## config.mk

```make
export PLATFORM = sky130hd
export DESIGN_NAME = tile_fetch_sched
export DESIGN_NICKNAME = d
export VERILOG_FILES = /design/src/rtl/tile_fetch_pkg.sv /design/src/rtl/tile_fetch_sched_slot.sv /design/src/rtl/tile_fetch_sched.sv
export SDC_FILE = /design/constraint.sdc
export NUM_CORES = 1
export LEC_CHECK = 0
export ABC_AREA = 1
export ABC_CLOCK_PERIOD_IN_PS = 1500
export BUFFER_PORTS_ARGS = -buffer_cell sky130_fd_sc_hd__buf_2
export CORE_AREA = 2 2 77 79
export DETAILED_ROUTE_END_ITERATION = 7
export DIE_AREA = 0 0 79 81
export GPL_TIMING_DRIVEN = 0
export HOLD_SLACK_MARGIN = 0.03
export PLACE_DENSITY_LB_ADDON = 0.1
export SLEW_MARGIN = 15
export SYNTH_ARGS = -nofsm -noshare
export SYNTH_HDL_FRONTEND = slang
export SYNTH_SLANG_ARGS = --single-unit
```

## constraint.sdc

```tcl
create_clock -name clk -period 1.5 [get_ports clk]
set_clock_uncertainty 0.1 [all_clocks]
set_input_delay 0 -clock clk [delete_from_list [all_inputs] [get_ports clk]]
set_output_delay 0 -clock clk [all_outputs]
set_load 0.02 [all_outputs]
```

## src/rtl/tile_fetch_pkg.sv

```systemverilog
// Shared phase constants, state encoding and slot decode for the tile fetch scheduler.
package tile_fetch_pkg;

  localparam logic [2:0] PH_CODE_A    = 3'd0;
  localparam logic [2:0] PH_CODE_L    = 3'd1;
  localparam logic [2:0] PH_ROM_A     = 3'd2;
  localparam logic [2:0] PH_ROM_L     = 3'd3;
  localparam logic [2:0] PH_CPU_FIRST = 3'd4;
  localparam logic [2:0] PH_CPU_LAST  = 3'd6;
  localparam logic [2:0] PH_LOAD      = 3'd7;

  typedef enum logic {
    BLANK  = 1'b0,
    ACTIVE = 1'b1
  } state_e;

  function automatic logic is_cpu_phase(input logic [2:0] ph);
    return (ph >= PH_CPU_FIRST) && (ph <= PH_CPU_LAST);
  endfunction

endpackage

```

## src/rtl/tile_fetch_sched_slot.sv

```systemverilog
// CPU side of the shared VRAM: grant qualification, one-clk ack and read data capture.
module vram_cpu_slot #(
  parameter int DATA_W = 8
) (
  input  logic              clk,
  input  logic              reset,
  input  logic              pix_ce,
  input  logic              slot_active,
  input  logic              cpu_req,
  input  logic              cpu_we,
  input  logic [DATA_W-1:0] vram_rdata,
  output logic              grant,
  output logic              cpu_ack,
  output logic [DATA_W-1:0] cpu_rdata
);

  logic              ack_q;
  logic              rd_q;
  logic [DATA_W-1:0] rdata_q;

  // The ack term stops a held request from being granted twice; reset kills an access in flight.
  assign grant = pix_ce & slot_active & cpu_req & ~ack_q & ~reset;

  always_ff @(posedge clk) begin
    if (reset) begin
      ack_q   <= 1'b0;
      rd_q    <= 1'b0;
      rdata_q <= '0;
    end else begin
      ack_q <= grant;
      rd_q  <= grant & ~cpu_we;
      if (ack_q && rd_q) begin
        rdata_q <= vram_rdata;
      end
    end
  end

  // Read data arrives from the RAM during the ack clk, so it is bypassed there and held afterwards.
  assign cpu_ack   = ack_q;
  assign cpu_rdata = (ack_q && rd_q) ? vram_rdata : rdata_q;

endmodule

```

## src/rtl/tile_fetch_sched.sv

```systemverilog
// Per-cell scheduler sharing one synchronous VRAM between the tile fetch pipeline and the CPU.
module tile_fetch_sched
  import tile_fetch_pkg::*;
#(
  parameter int COL_W  = 5,
  parameter int ROW_W  = 5,
  parameter int DATA_W = 8,
  parameter int ADDR_W = 10
) (
  input  logic                clk,
  input  logic                reset,
  input  logic                pix_ce,
  input  logic                hblank,
  input  logic                vblank,
  input  logic [COL_W-1:0]    tile_col,
  input  logic [ROW_W-1:0]    tile_row,
  input  logic [2:0]          line_in,
  input  logic                cpu_req,
  input  logic                cpu_we,
  input  logic [ADDR_W-1:0]   cpu_addr,
  input  logic [DATA_W-1:0]   cpu_wdata,
  output logic                cpu_ack,
  output logic [DATA_W-1:0]   cpu_rdata,
  output logic [ADDR_W-1:0]   vram_addr,
  output logic                vram_we,
  output logic [DATA_W-1:0]   vram_wdata,
  input  logic [DATA_W-1:0]   vram_rdata,
  output logic [DATA_W+2:0]   rom_addr,
  input  logic [DATA_W-1:0]   rom_data,
  output logic                sr_load_n,
  output logic [DATA_W-1:0]   sr_data
);

  state_e            state_q;
  logic [2:0]        phase_q;
  logic [DATA_W-1:0] code_q;
  logic [DATA_W-1:0] pattern_q;

  logic              blank_now;
  logic              slot_active;
  logic              grant;
  logic [ADDR_W-1:0] video_addr;

  assign blank_now = hblank | vblank;

  // Everything advances on pixel enables only; the latches are timed one phase after their address.
  always_ff @(posedge clk) begin
    if (reset) begin
      state_q   <= BLANK;
      phase_q   <= PH_CODE_A;
      code_q    <= '0;
      pattern_q <= '0;
    end else if (pix_ce) begin
      case (state_q)
        BLANK: begin
          if (!blank_now) begin
            state_q <= ACTIVE;
            phase_q <= PH_CODE_A;
          end
        end
        ACTIVE: begin
          if (blank_now) begin
            state_q <= BLANK;
            phase_q <= PH_CODE_A;
          end else begin
            phase_q <= phase_q + 3'd1;
            if (phase_q == PH_CODE_L) begin
              code_q <= vram_rdata;
            end
            if (phase_q == PH_ROM_L) begin
              pattern_q <= rom_data;
            end
          end
        end
        default: begin
          state_q <= BLANK;
          phase_q <= PH_CODE_A;
        end
      endcase
    end
  end

  assign slot_active = (state_q == BLANK) | is_cpu_phase(phase_q);

  vram_cpu_slot #(
    .DATA_W(DATA_W)
  ) u_slot (
    .clk        (clk),
    .reset      (reset),
    .pix_ce     (pix_ce),
    .slot_active(slot_active),
    .cpu_req    (cpu_req),
    .cpu_we     (cpu_we),
    .vram_rdata (vram_rdata),
    .grant      (grant),
    .cpu_ack    (cpu_ack),
    .cpu_rdata  (cpu_rdata)
  );

  // The video address sits on the bus whenever the CPU does not own the current clk.
  assign video_addr = {tile_row, tile_col};
  assign vram_addr  = grant ? cpu_addr : video_addr;
  assign vram_we    = grant & cpu_we;
  assign vram_wdata = cpu_wdata;

  assign rom_addr  = {code_q, line_in};
  assign sr_load_n = ~((state_q == ACTIVE) && (phase_q == PH_LOAD) && pix_ce);
  assign sr_data   = pattern_q;

endmodule

```

==> impl_metrics.yaml <==
sta:
  hold_violations: 0
  fmax_mhz: 674.2
  min_period_ns: 1.483
  final_max_slew_viol_count: 0
  rsz0062_at_grt: "yes"
  worstMarginPinSlew_ns: 0.4457
  relSlewSlack_pct: 70.29
  fin_crit_sh_pct: 98.89
  finalSetupViolCount: 0
route:
  wl_met3_um: 417
  wl_met2_mm: 1.880
  drt-met1-wl_mm: 1.862
  drc: 0
  drtPass1Iterations: 4
  vias: 1793
  routed_wl_mm: 4.243
  avgRoutedWirePerCell_um: 9.535
  top_layer_used: "met4"
  viasPerCell: 4.029
  drtIter0Drc: 28
  ant_nets: 0
power_and_ir_drop:
  p_int_w: 0.001433
  p_sw_w: 0.0004516
  finalPower_w: 0.001885
  irDropWorstVdd_mv: 0.3988
  clock_power_share_pct: 39.7
  p_leak_nw: 1.530
  p_comb_share_pct: 17.6
  power.share.switching_pct: 23.96
  seqPwrFrac_pct: 42.7
  powerDensity_nw_per_um2: 713.9
global_routing:
  grt_pass1_vias: 1622
  grt_usage_pct: 13.08
  overflow: 0
  grt_pass1_wl_mm: 6.651
  antenna_found_initial: 0
  grt_max_degree: 11
worst_setup_path:
  reg2reg_depth: 6
  crit_type: "primary input to register"
  crit_cells: 5
  reg2reg_to: "sr_data[1]$_SDFFE_PP0P_"
  path_cells: "buf_2 -> dlygate4sd3_1 -> nand2_2 -> dlygate4sd3_1 -> a21oi_1"
  path_max_fanout: 5
  crit_buf_inv: 3
  cp_top_family: "buffers and inverters"
  r2r-start: "phase_q[0]$_SDFFE_PP0P_"
  startpoint_type: "primary input"
  cp.arrival_ns: 1.53
  end_kind: "register"
  crit_top_cell: "dlygate4sd3_1"
  r2r_setup_slack_ns: 0.12
  max_stage_delay_ns: 0.60
  cp_data_required_time_ns: 1.54
  cp_slowest_cell: "dlygate4sd3_1"
layout:
  final_util_pct: 46.52
  drive_gt1_share_pct: 40.27
  most-common-layout-cells: "buf_2, nand2_1, nor2_1"
  area_growth_pct: 64.71
  diodes: 0
  final_common_cell: "buf_2"
  final_nets: 428
yosys:
  synthCells: 246
  yosysSeqAreaShare_pct: 37.47
  syn_area_um2: 1603
  ys_types: 17
  ys_ff_latch: 30
  syn_nets: 305
  syn_area_per_cell_um2: 6.515
  ys_warn_count: 0
clock_network:
  tritoncts: "done"
  clkLatencyLatePin_ns: 0.28
  cts_max_level: 2
  path_clk_slew_ns: 0.06
  cts_buffer_depth: 2
  clock-sinks: 30
  clockRootBuffer: "clkbuf_8"
  numCtsBuffers: 5
worst_hold_path:
  whs_path_depth: 6
  whs_endpoint: "phase_q[1]$_SDFFE_PP0P_"
  hp-class: "primary input to register"
  hp-start: "hblank"
floorplan:
  coreArea_um2: 5675
  dieHeight_um: 81
  ios: 102
  initial_utilization_pct: 28.24
  die_area_um2: 6399
  die_x_um: 79
  rows: 28
placed_design:
  portBuffers: 90
  dp_hpwl_mm: 3.104
  gp_congestion: 0.7509
job:
  cap_violations: 0
outcome:
  status: "finished clean"
[power groups by stage]
stage / clock network, W / registers [W] / logic, W
floorplan: 0 / 0.000823 / 0.000138
global placement: 0 / 0.000822 / 0.000251
detailed placement: 0 / 0.000822 / 0.000251
CTS: 0.000787 / 0.000805 / 0.000307
global route: 0.000818 / 0.000804 / 0.000362
finish: 0.000748 / 0.000805 / 0.000333
[synth_stat cells]
cell type / n / area [µm²]
nand3_1: 5 / 25.02
nor2_1: 45 / 168.9
ha_1: 5 / 62.56
nand3_4: 1 / 17.52
buf_4: 11 / 82.58
nand2_2: 4 / 25.02
inv_1: 42 / 157.7
nand4_1: 10 / 62.56
nand2_1: 67 / 251.5
dfxtp_1: 30 / 600.6
o21ai_0: 9 / 45.04
clkbuf_1: 3 / 11.26
a21oi_1: 4 / 20.02
buf_6: 2 / 22.52
nor2_4: 2 / 22.52
inv_2: 2 / 7.510
buf_2: 4 / 20.02
[sequential cells by signal, summed over array words and instances (netlist names)]
| register | count |
|---|---|
| phase_q | 3 |
| u_slot.cpu_ack | 1 |
| state_q | 1 |
| sr_data | 8 |
| u_slot.rdata_q | 8 |
| code_q | 8 |
| u_slot.rd_q | 1 |
[worst max-delay path by stage]
| stage | startpoint | end |
|---|---|---|
| floorplan | phase_q[0]$_SDFFE_PP0P_ | sr_data[6]$_SDFFE_PP0P_ |
| global placement | phase_q[0]$_SDFFE_PP0P_ | sr_data[7]$_SDFFE_PP0P_ |
| detailed placement | phase_q[0]$_SDFFE_PP0P_ | sr_data[5]$_SDFFE_PP0P_ |
| CTS | u_slot.cpu_ack$_SDFF_PP0_ | cpu_rdata[1] |
| global route | u_slot.cpu_ack$_SDFF_PP0_ | vram_addr[1] |
| finish | pix_ce | state_q$_SDFFE_PP0P_ |
[worst register-to-register path: stages, from the launching register on]
cell and delay, ns:
dfxtp_4 0.37, ha_1 0.19, ha_2 0.20, nand3_4 0.12, buf_6 0.16, nor2_1 0.09, nor2_1 0.05
[repair_timing]
item                                   4_1_cts  5_1_grt
pin swaps                                    1        2
setup buffers                                1        2
gates resized for setup                     17       33
setup endpoints to repair                   19       29
hold buffers                                23        0
endpoints found under the hold margin       29        0
gates cloned                                 0        1
[stage by stage]
| stage | setup TNS, ns | instance area [µm²] | cells | worst slack (ns) | hold WS (ns) |
|---|---|---|---|---|---|
| final | 0 | 2640 | 445 | 0.01666 | 0.03608 |
| after global routing | -0.02279 | 2640 | 445 | -0.01434 | 0.05588 |
| after CTS | -0.01971 | 2534 | 443 | -0.009178 | 0.04182 |
| after detailed placement | 0 | 2147 | 411 | 0.05878 | 0.08282 |
| after global placement | 0 | 2147 | 411 | 0.05488 | 0.07355 |
| after floorplan | 0 | 1603 | 246 | 0.1891 | -0.03093 |
[metal layers]
metal  up-vias  track usage (%)
li1        961                -
met1       746            13.95
met2        78            23.90
met3         8            4.000
met4         0            5.690
met5         -                0
[area by class of cell]
type	instances	area [µm²]
fill	612	3035
multi-input combinational	152	755.7
timing repair buffer	117	748.2
sequential	30	609.3
inverter	44	165.2
buffer	19	157.7
clock buffer	8	110.1
tap	75	93.84
[kinds of logic after synthesis]
logic type / after synthesis / synth area share (%)
flops: 30 / 37.47
fa+ha+maj: 5 / 3.903
buf+inv: 64 / 18.81
compound gates: 13 / 4.059
simple gates: 134 / 35.75
Power figures use the tool's default switching activity.
